## src/rtl/svm_pkg.sv

```systemverilog
// Shared definitions for the SVM window sequencer: the controller FSM
// state encoding and the default window geometry and datapath widths.
package svm_pkg;

  // Default detection window geometry in HOG blocks
  localparam int WIN_BW   = 7;
  localparam int WIN_BH   = 15;
  localparam int WIN_BLKS = WIN_BW * WIN_BH;

  // Default datapath widths
  localparam int BID_W = 13;
  localparam int CIX_W = 7;
  localparam int ACC_W = 48;

  // Window controller states, walked in order once per window
  typedef enum logic [2:0] {
    IDLE  = 3'd0,
    CLR   = 3'd1,
    ACCUM = 3'd2,
    DRAIN = 3'd3,
    DONE  = 3'd4
  } state_e;

endpackage

```

## src/rtl/svm_win_ctrl_if.sv

```systemverilog
// Block stream and MAC datapath link of the SVM window sequencer.
// The master side is the controller: it accepts blocks, steers the MAC
// array and receives the accumulated sum. The slave side is the
// normalizer/MAC pair that feeds blocks and returns the sum.
interface svm_win_ctrl_if #(
  parameter int CIX_W = 7,
  parameter int ACC_W = 48
) ();

  logic                    blk_valid;
  logic                    blk_ready;
  logic                    mac_clr;
  logic                    mac_en;
  logic                    mac_last;
  logic [CIX_W-1:0]        coe_idx;
  logic signed [ACC_W-1:0] sum;
  logic                    sum_valid;

  modport master (
    input  blk_valid,
    input  sum,
    input  sum_valid,
    output blk_ready,
    output mac_clr,
    output mac_en,
    output mac_last,
    output coe_idx
  );

  modport slave (
    output blk_valid,
    output sum,
    output sum_valid,
    input  blk_ready,
    input  mac_clr,
    input  mac_en,
    input  mac_last,
    input  coe_idx
  );

endinterface

```

## src/rtl/svm_win_ctrl.sv

```systemverilog
// SVM detection window sequencer.
// Owns one window at a time: clears the MAC accumulator, admits the
// window's WIN_BW*WIN_BH blocks with a coefficient index per block, waits
// for the accumulated sum, adds the bias and emits one verdict.
// The verdict flops make det_valid appear two cycles after sum_valid.
// Score arithmetic is ACC_W-bit two's complement; sum + BIAS wraps on
// overflow rather than saturating.
// Optional build macro SVM_SCORE_OUT_EN: adds output det_score carrying
// the score of the latest verdict (held until the next verdict).
module svm_win_ctrl
  import svm_pkg::*;
#(
  parameter int                      WIN_BW = 7,
  parameter int                      WIN_BH = 15,
  parameter int                      BID_W  = 13,
  parameter int                      CIX_W  = 7,
  parameter int                      ACC_W  = 48,
  parameter logic signed [ACC_W-1:0] BIAS   = '0,
  parameter logic signed [ACC_W-1:0] THRESH = '0
) (
  input  logic             clk,
  input  logic             rst,
  input  logic             start,
  input  logic [BID_W-1:0] win_id,
  input  logic             abort,
  svm_win_ctrl_if.master   dp,
  output logic             busy,
  output logic             det_valid,
  output logic             det_hit,
  output logic [BID_W-1:0] det_win_id
`ifdef SVM_SCORE_OUT_EN
  ,
  output logic [ACC_W-1:0] det_score
`endif
);

  localparam int BLKS = WIN_BW * WIN_BH;
  localparam logic [CIX_W-1:0] LAST_IDX = CIX_W'(BLKS - 1);

  state_e                  state_q, state_d;
  logic [CIX_W-1:0]        counter_q, counter_d;
  logic [BID_W-1:0]        win_id_q, win_id_d;
  logic signed [ACC_W-1:0] score_q, score_d;
  logic                    det_valid_q, det_valid_d;
  logic                    det_hit_q, det_hit_d;
  logic [BID_W-1:0]        det_win_id_q, det_win_id_d;

`ifdef SVM_SCORE_OUT_EN
  logic [ACC_W-1:0]        det_score_q, det_score_d;
`endif

  // Next-state, counter, score capture and MAC steering; abort overrides all
  always_comb begin
    state_d      = state_q;
    counter_d    = counter_q;
    win_id_d     = win_id_q;
    score_d      = score_q;
    det_valid_d  = 1'b0;
    det_hit_d    = 1'b0;
    det_win_id_d = det_win_id_q;
`ifdef SVM_SCORE_OUT_EN
    det_score_d  = det_score_q;
`endif
    dp.blk_ready = 1'b0;
    dp.mac_clr   = 1'b0;
    dp.mac_en    = 1'b0;
    dp.mac_last  = 1'b0;

    case (state_q)
      IDLE: begin
        if (start && !abort) begin
          win_id_d = win_id;
          state_d  = CLR;
        end
      end

      CLR: begin
        dp.mac_clr = 1'b1;
        counter_d  = '0;
        state_d    = ACCUM;
      end

      ACCUM: begin
        dp.blk_ready = 1'b1;
        if (dp.blk_valid) begin
          dp.mac_en = 1'b1;
          if (counter_q == LAST_IDX) begin
            dp.mac_last = 1'b1;
            counter_d   = '0;
            state_d     = DRAIN;
          end else begin
            counter_d = counter_q + 1'b1;
          end
        end
      end

      DRAIN: begin
        if (dp.sum_valid) begin
          score_d = dp.sum + BIAS;
          state_d = DONE;
        end
      end

      DONE: begin
        det_valid_d  = 1'b1;
        det_hit_d    = (score_q > THRESH);
        det_win_id_d = win_id_q;
`ifdef SVM_SCORE_OUT_EN
        det_score_d  = score_q;
`endif
        state_d      = IDLE;
      end

      default: begin
        state_d = IDLE;
      end
    endcase

    if (abort && (state_q != IDLE)) begin
      state_d      = IDLE;
      counter_d    = '0;
      win_id_d     = win_id_q;
      score_d      = score_q;
      det_valid_d  = 1'b0;
      det_hit_d    = 1'b0;
      det_win_id_d = det_win_id_q;
`ifdef SVM_SCORE_OUT_EN
      det_score_d  = det_score_q;
`endif
      dp.blk_ready = 1'b0;
      dp.mac_clr   = 1'b0;
      dp.mac_en    = 1'b0;
      dp.mac_last  = 1'b0;
    end
  end

  // State, block counter, window id, score and verdict registers
  always_ff @(posedge clk) begin
    if (rst) begin
      state_q      <= IDLE;
      counter_q    <= '0;
      win_id_q     <= '0;
      score_q      <= '0;
      det_valid_q  <= 1'b0;
      det_hit_q    <= 1'b0;
      det_win_id_q <= '0;
    end else begin
      state_q      <= state_d;
      counter_q    <= counter_d;
      win_id_q     <= win_id_d;
      score_q      <= score_d;
      det_valid_q  <= det_valid_d;
      det_hit_q    <= det_hit_d;
      det_win_id_q <= det_win_id_d;
    end
  end

`ifdef SVM_SCORE_OUT_EN
  // Published score of the latest verdict
  always_ff @(posedge clk) begin
    if (rst) begin
      det_score_q <= '0;
    end else begin
      det_score_q <= det_score_d;
    end
  end

  assign det_score = det_score_q;
`endif

  assign dp.coe_idx = counter_q;
  assign busy       = (state_q != IDLE);
  assign det_valid  = det_valid_q;
  assign det_hit    = det_hit_q;
  assign det_win_id = det_win_id_q;

endmodule

```

## src/flat_wrapper.sv

```systemverilog
// flat-port wrapper written by rule: the top's interface ports become plain ports
module svm_win_ctrl_flat import svm_pkg::*;
#(
  parameter int                      WIN_BW = 7,
  parameter int                      WIN_BH = 15,
  parameter int                      BID_W  = 13,
  parameter int                      CIX_W  = 7,
  parameter int                      ACC_W  = 48,
  parameter logic signed [ACC_W-1:0] BIAS   = '0,
  parameter logic signed [ACC_W-1:0] THRESH = '0
)
  (clk, rst, start, win_id, abort, busy, det_valid, det_hit, det_win_id, dp_blk_valid, dp_sum, dp_sum_valid, dp_blk_ready, dp_mac_clr, dp_mac_en, dp_mac_last, dp_coe_idx);
  svm_win_ctrl_if #(.CIX_W(CIX_W), .ACC_W(ACC_W)) dp_i ();
  input  logic clk;
  input  logic rst;
  input  logic start;
  input  logic [BID_W-1:0] win_id;
  input  logic abort;
  output logic busy;
  output logic det_valid;
  output logic det_hit;
  output logic [BID_W-1:0] det_win_id;
  input wire logic [$bits(dp_i.blk_valid)-1:0] dp_blk_valid;
  input wire logic [$bits(dp_i.sum)-1:0] dp_sum;
  input wire logic [$bits(dp_i.sum_valid)-1:0] dp_sum_valid;
  output wire logic [$bits(dp_i.blk_ready)-1:0] dp_blk_ready;
  output wire logic [$bits(dp_i.mac_clr)-1:0] dp_mac_clr;
  output wire logic [$bits(dp_i.mac_en)-1:0] dp_mac_en;
  output wire logic [$bits(dp_i.mac_last)-1:0] dp_mac_last;
  output wire logic [$bits(dp_i.coe_idx)-1:0] dp_coe_idx;
  assign dp_i.blk_valid = dp_blk_valid;
  assign dp_i.sum = dp_sum;
  assign dp_i.sum_valid = dp_sum_valid;
  assign dp_blk_ready = dp_i.blk_ready;
  assign dp_mac_clr = dp_i.mac_clr;
  assign dp_mac_en = dp_i.mac_en;
  assign dp_mac_last = dp_i.mac_last;
  assign dp_coe_idx = dp_i.coe_idx;
  svm_win_ctrl #(.WIN_BW(WIN_BW), .WIN_BH(WIN_BH), .BID_W(BID_W), .CIX_W(CIX_W), .ACC_W(ACC_W), .BIAS(BIAS), .THRESH(THRESH)) u_core (.clk(clk), .rst(rst), .start(start), .win_id(win_id), .abort(abort), .dp(dp_i), .busy(busy), .det_valid(det_valid), .det_hit(det_hit), .det_win_id(det_win_id));
endmodule
```

## config.mk

```make
export PLATFORM = sky130hd
export DESIGN_NAME = svm_win_ctrl_flat
export DESIGN_NICKNAME = d
export VERILOG_FILES = /design/src/rtl/svm_pkg.sv /design/src/rtl/svm_win_ctrl_if.sv /design/src/rtl/svm_win_ctrl.sv /design/src/flat_wrapper.sv
export SDC_FILE = /design/constraint.sdc
export NUM_CORES = 1
export LEC_CHECK = 0
export ABC_AREA = 1
export CAP_MARGIN = 25
export CORE_MARGIN = 8
export CORE_UTILIZATION = 35
export DETAILED_ROUTE_END_ITERATION = 8
export GPL_TIMING_DRIVEN = 0
export PLACE_DENSITY_LB_ADDON = 0.3
export SYNTH_ARGS = -nofsm -noshare
export SYNTH_HDL_FRONTEND = slang
export SYNTH_SLANG_ARGS = --single-unit
```

## constraint.sdc

```tcl
create_clock -name clk -period 2.25 [get_ports clk]
set_input_delay 0.45 -clock clk [delete_from_list [all_inputs] [get_ports clk]]
set_output_delay 0.45 -clock clk [all_outputs]
set_load 0.005 [all_outputs]
```

-- Word-level counts from Yosys, hierarchy flattened
Index checks and enable logic that the tools add are counted.
- add/sub/neg operators: 1
- order comparisons: 1
- eq/ne operators: 9
- muxes and demuxes: 20
- bitwise operators: 2
- reductions and logical operators: 13
- operators with widths (cell ; count):
    > comparator 48 x 1 -> 1 bit, second input constant ; 1
    two-way mux 7 bit ; 2
    case mux 7 bit (2 select lines) ; 1
    two-way mux 1 bit ; 12
    two-way mux 3 bit ; 4
    case mux 3 bit (4 select lines) ; 1
    adder 7 x 1 -> 7 bit, second input constant ; 1
    == test 7 bit, second input constant ; 1
    == test 3 x 2 -> 1 bit, second input constant ; 2
    AND reduction 3 bit ; 2
    inequality test 2 x 1 -> 1 bit, second input constant ; 2
    inequality test 2 bit, second input constant ; 2
    AND reduction 2 bit ; 2
    AND reduction 4 bit ; 1
    == test 3 x 1 -> 1 bit, second input constant ; 1
    == test 3 bit, second input constant ; 1
    logical NOT 3 bit ; 1
    nonzero test 3 bit ; 1
    OR reduction 3 bit ; 1
    logical AND 1 bit ; 2
    inverter 1 bit ; 2
    nonzero test 2 bit ; 1
    OR reduction 2 bit ; 1
    logical NOT 1 bit ; 1
- flip-flop bits (word level): 86
- input port bits: 67
- output and inout port bits: 27
- word-level logic and storage cells: 53

-- Logic depth before layout (Yosys ltp)
Gate-level depths: netlist of the first run.
- depth in word-level cells: 5
- depth in mapped cells: 9
- gate-level depth less buffers: 9

-- Worst setup path before layout of the first run
No wires, ideal clock.
- kind: input-to-reg
- from: input port rst
- to: register u_core.det_win_id_q[1], in the netlist u_core.det_win_id[1]
- library setup time: 0.065 ns
- data arrival time: 1.328 ns
- required time: 2.185 ns
- path slack: 0.858 ns
- stages on the path: 6
- path buffers: 3
- cell sequence: buf_2 inv_1 clkbuf_1 clkbuf_1 o21ai_0 nor2_1
- RTL lines (what ; RTL line ; source):
    from (decl) ; flat_wrapper.sv:15 ; input logic rst;
    to (signal assigned) ; svm_win_ctrl.sv:154 ; det_win_id_q <= det_win_id_d;
    to (decl) ; svm_win_ctrl.sv:46 ; logic [BID_W-1:0] det_win_id_q, det_win_id_d;

-- Worst setup path in the final report of the first run
- from: input port dp_blk_valid
- to: output port dp_mac_en
- word-level cells in the longest chain between the ends: 3
- ends and longest elaborated chain (what ; RTL line ; source):
    from (decl) ; flat_wrapper.sv:23 ; input wire logic [$bits(dp_i.blk_valid)-1:0] dp_blk_valid;
    two-way mux 1 bit ; svm_win_ctrl.sv:85 ; if (dp.blk_valid) begin
    two-way mux 1 bit ; svm_win_ctrl.sv:69 ; case (state_q)
    two-way mux 1 bit ; svm_win_ctrl.sv:119 ; if (abort && (state_q != IDLE)) begin
    to (decl) ; flat_wrapper.sv:28 ; output wire logic [$bits(dp_i.mac_en)-1:0] dp_mac_en;
Every way passes these cells.

==> results of run 1 <==
[state kept, by name, indices dropped and copies added, names as in the netlist]
register / count
u_core.score_q: 48
u_core.dp.coe_idx: 7
u_core.state_q: 3
u_core.det_valid: 1
u_core.win_id_q: 13
u_core.det_win_id: 13
u_core.det_hit: 1
[placed cells by master, fill, tap and decap left out, drive strengths merged]
| cell | instances |
|---|---|
| inv | 48 |
| xor2 | 1 |
| nand3 | 44 |
| clkdlybuf4s50 | 90 |
| clkinv | 2 |
| dfxtp | 86 |
| nor3 | 6 |
| clkinvlp | 1 |
| nand2 | 64 |
| buf | 17 |
| clkbuf | 18 |
| dlygate4sd2 | 1 |
| nand4 | 1 |
| a21oi | 54 |
| ha | 2 |
| dlymetal6s2s | 1 |
| o21ai | 49 |
| nor2 | 92 |
[Yosys cell counts, types with 2 or more instances]
master    number  area, sq um
inv_2          2        7.510
nor2_1        89        334.1
nand2_1       60        225.2
buf_6          4        45.04
nor2_4         2        22.52
o21ai_1       17        85.08
nand3_1       43        215.2
nand2_4        3        33.78
inv_1         42        157.7
a21oi_1       53        265.3
clkbuf_1       9        33.78
nor3_1         6        30.03
buf_4          2        15.01
buf_2          9        45.04
ha_1           2        25.02
dfxtp_1       86         1722
o21ai_0       32        160.2
[logic make-up after synthesis]
family                     Yosys count
AOI/OAI and AO/OA                  103
xor gates and xnor gates             1
adders and majority gates            2
buffers and inverters               68
DFF                                 86
and+or+nand+nor                    207
[repair_timing]
item / 4_1_cts / 5_1_grt
setup buffers: 2 / 0
gates resized for setup: 2 / 4
pin swaps: 1 / 1
setup endpoints to repair: 2 / 2
[worst paths after layout]
check                              end  slack, ns  cells past startpoint
setup reg to reg  u_core.dp.coe_idx[2]       0.75                      9
hold reg to reg     u_core.score_q[26]       0.46                      2
hold / removal       u_core.score_q[4]       0.39                      2
setup / recovery             dp_mac_en       0.05                      4
[final cells by class]
class,count,area share
buffer,24,0.02903
clock buffer,9,0.02589
clock inverter,7,0.01151
inverter,44,0.03452
multi-input combinational,313,0.3081
sequential,86,0.3604
tap,133,0.03478
timing repair buffer,94,0.1959
[layer usage]
metal / vias up / GRT usage / wire length (um)
met5: - / 0 / 0
met4: 0 / 0.04667 / 96
met3: 9 / 0.04221 / 617
met2: 73 / 0.2347 / 4396
met1: 1476 / 0.1569 / 4062
li1: 1713 / - / -
[critical path: stages]
cell and delay (ns):
clkdlybuf4s50_1 0.50, nand3_2 0.12, nor2_1 0.16, clkdlybuf4s50_1 0.52
[power groups by stage]
| stage | registers, W | clock network [W] | logic [W] |
|---|---|---|---|
| global route | 0.00175 | 0.00110 | 0.00107 |
| finish | 0.00173 | 0.000999 | 0.000954 |
| floorplan | 0.00174 | 0 | 0.000595 |
| global placement | 0.00175 | 0 | 0.000919 |
| CTS | 0.00172 | 0.00105 | 0.000961 |
| detailed placement | 0.00176 | 0 | 0.000934 |
[through the flow]
step / hold WS, ns / total power [W] / setup TNS, ns
after detailed placement: 0.4456 / 0.002692 / -0.06719
final: 0.3909 / 0.003680 / 0
after CTS: 0.3731 / 0.003733 / 0
after global routing: 0.3935 / 0.003918 / 0
after floorplan: 0.4300 / 0.002335 / 0
after global placement: 0.4390 / 0.002671 / -0.08584
==> metrics.csv, run 1 <==
stage;metric;value;unit
logic_synthesis;count of flip-flops with a built-in enable after synthesis;0;
power_and_ir_drop;power density cells;769.2;nW/um^2
final_layout;diode insertion count for antenna repair;0;
critical_path;origin of the worst setup path;dp_blk_valid;
outcome;run status;finished clean;
clocking;hold-fix buffer count after cts;0;
final_layout;Fillers;966;
final_layout;register area;1724;sq um
global_route;number of global-route vias before repair;3188;
logic_synthesis;post-synthesis mux area share;0;
routing;vias;3271;
timing;shortest period the worst path allows;2.204;ns
global_route;total routing usage reported by global routing;0.1366;
logic_synthesis;syn avg cell area;7.472;sq um
final_layout;Layout area overhead;37.11;%
power_and_ir_drop;fraction of power consumed by the clock network;0.271;
clocking;Clock Sinks;86;
final_layout;utilization of the core after routing;0.4918;
logic_synthesis;fraction of registers with async set/reset;0;
place;port buffer count;92;
routing;via count normalized by instance count;4.607;
clocking;total CTS buffers;9;
clocking;H-tree depth;3;
routing;1st-iter DRT viols;107;
timing;post-route clock period utilization;0.9795;
global_route;wire length of the first global-routing pass;14670;um
routing;DRC viols;0;
power_and_ir_drop;NetSw;0.001204;W
floorplan;die span in y;115.9;um
logic_synthesis;Mapped Area;3490;sq um
critical_path;Worst Setup End Kind;primary output;
power_and_ir_drop;sequential power share;0.469;
power_and_ir_drop;peak supply drop;0.4505;mV
final_layout;ratio of cells with drive above 1 in the final layout;0.08319;
final_layout;final std cells w/o fill;710;
hold_path;HP Class;primary input to flip-flop;
timing;number of endpoints failing setup at the final stage;0;
logic_synthesis;combinational family with the most area after synthesis;simple AND/OR/NAND/NOR gates;
critical_path;crit path max fanout;3;
timing;max-slew headroom at the worst pin;0.7088;
routing;Post-Route WL;9173;um
global_route;maximum number of pins on one net before global-route repair;17;
place;total placed cells including tap cells;692;
logic_synthesis;Yosys cell types;23;
critical_path;source of the worst register-to-register timing path;u_core.dp.coe_idx[0];
critical_path;required time of the worst setup path;1.80;ns
clocking;clk slew on worst S/H paths;0.09;ns
floorplan;Total Die Area;13420;sq um
routing;Pre-antenna DRT Iters;4;
logic_synthesis;adder-cell share of the synthesized area;0.007171;
job;total of max-cap violations;0;
clocking;number of buffers on the longest clock path;2;
timing;clk_skew;0.01009;ns
place;Placer Congestion;0.8168;
power_and_ir_drop;power share of the combinational group;0.259;
logic_synthesis;compound-cell area share of the yosys netlist;0.1488;
global_route;number of antenna violations at the first check in global routing;0;
floorplan;Die Span X;115.9;um
floorplan;core footprint;9729;sq um
place;post-detail-place hpwl;7002;um
timing;highest attainable clock frequency;0.4537;GHz
timing;final hold viol count;0;
critical_path;Critical Path AT;1.75;ns
floorplan;FP Rows;36;
routing;final routed wire length divided by cell count;12.92;um
clocking;CTS tree;done;
logic_synthesis;sequential area share after synthesis;0.4934;
final_layout;Layout Nets;641;
power_and_ir_drop;leakage power of the design;1.890;nW
logic_synthesis;simple-gate share of the synthesized area;0.2610;
place;placed inst area;4577;sq um
final_layout;total area of multi-input combinational cells;1474;sq um
logic_synthesis;number of instances in the synthesized netlist;467;
logic_synthesis;syn nets;536;
final_layout;fin area;4785;sq um
timing;slew of the pin with the lowest slew margin;0.4368;ns
floorplan;initial core utilization;0.3587;
routing;number of routed nets with antenna violations;0;
logic_synthesis;commonest register cell after synthesis;dfxtp_1;
critical_path;Critical Path Source Type;primary input;
timing;final setup margin;0.04610;ns
critical_path;WS Path Type;primary input to primary output;
timing;RSZ-0062 raised after global routing;no;
global_route;global route overflow;0;
clocking;clock insertion delay at the later pin of the skew report;0.35;ns
logic_synthesis;synthesis warning total;0;
floorplan;number of top-level pins;94;
power_and_ir_drop;switching share of total power;0.3271;
place;pre-CTS setup slack;-0.06719;ns
hold_path;launch instance of the worst min-delay path;rst;
logic_synthesis;post-synthesis xor/xnor area fraction;0.002510;
timing;number of max-slew violations in the final report;0;
clocking;clock tree root buffer cell;clkbuf_8;
power_and_ir_drop;internal power;0.002476;W
logic_synthesis;number of register bits inferred by synthesis;86;
No activity file was read; power rests on OpenSTA's default activity.
==> run 2: changes to the inputs <==
--- a/config.mk
+++ b/config.mk
@@ -11,6 +11,7 @@
 export CORE_UTILIZATION = 35
 export DETAILED_ROUTE_END_ITERATION = 8
 export GPL_TIMING_DRIVEN = 0
+export HOLD_SLACK_MARGIN = 0.03
 export PLACE_DENSITY_LB_ADDON = 0.3
 export SYNTH_ARGS = -nofsm -noshare
 export SYNTH_HDL_FRONTEND = slang
==> results of run 2 <==
Same layout as run 1: the final DEF is identical, and so are final timing and power.
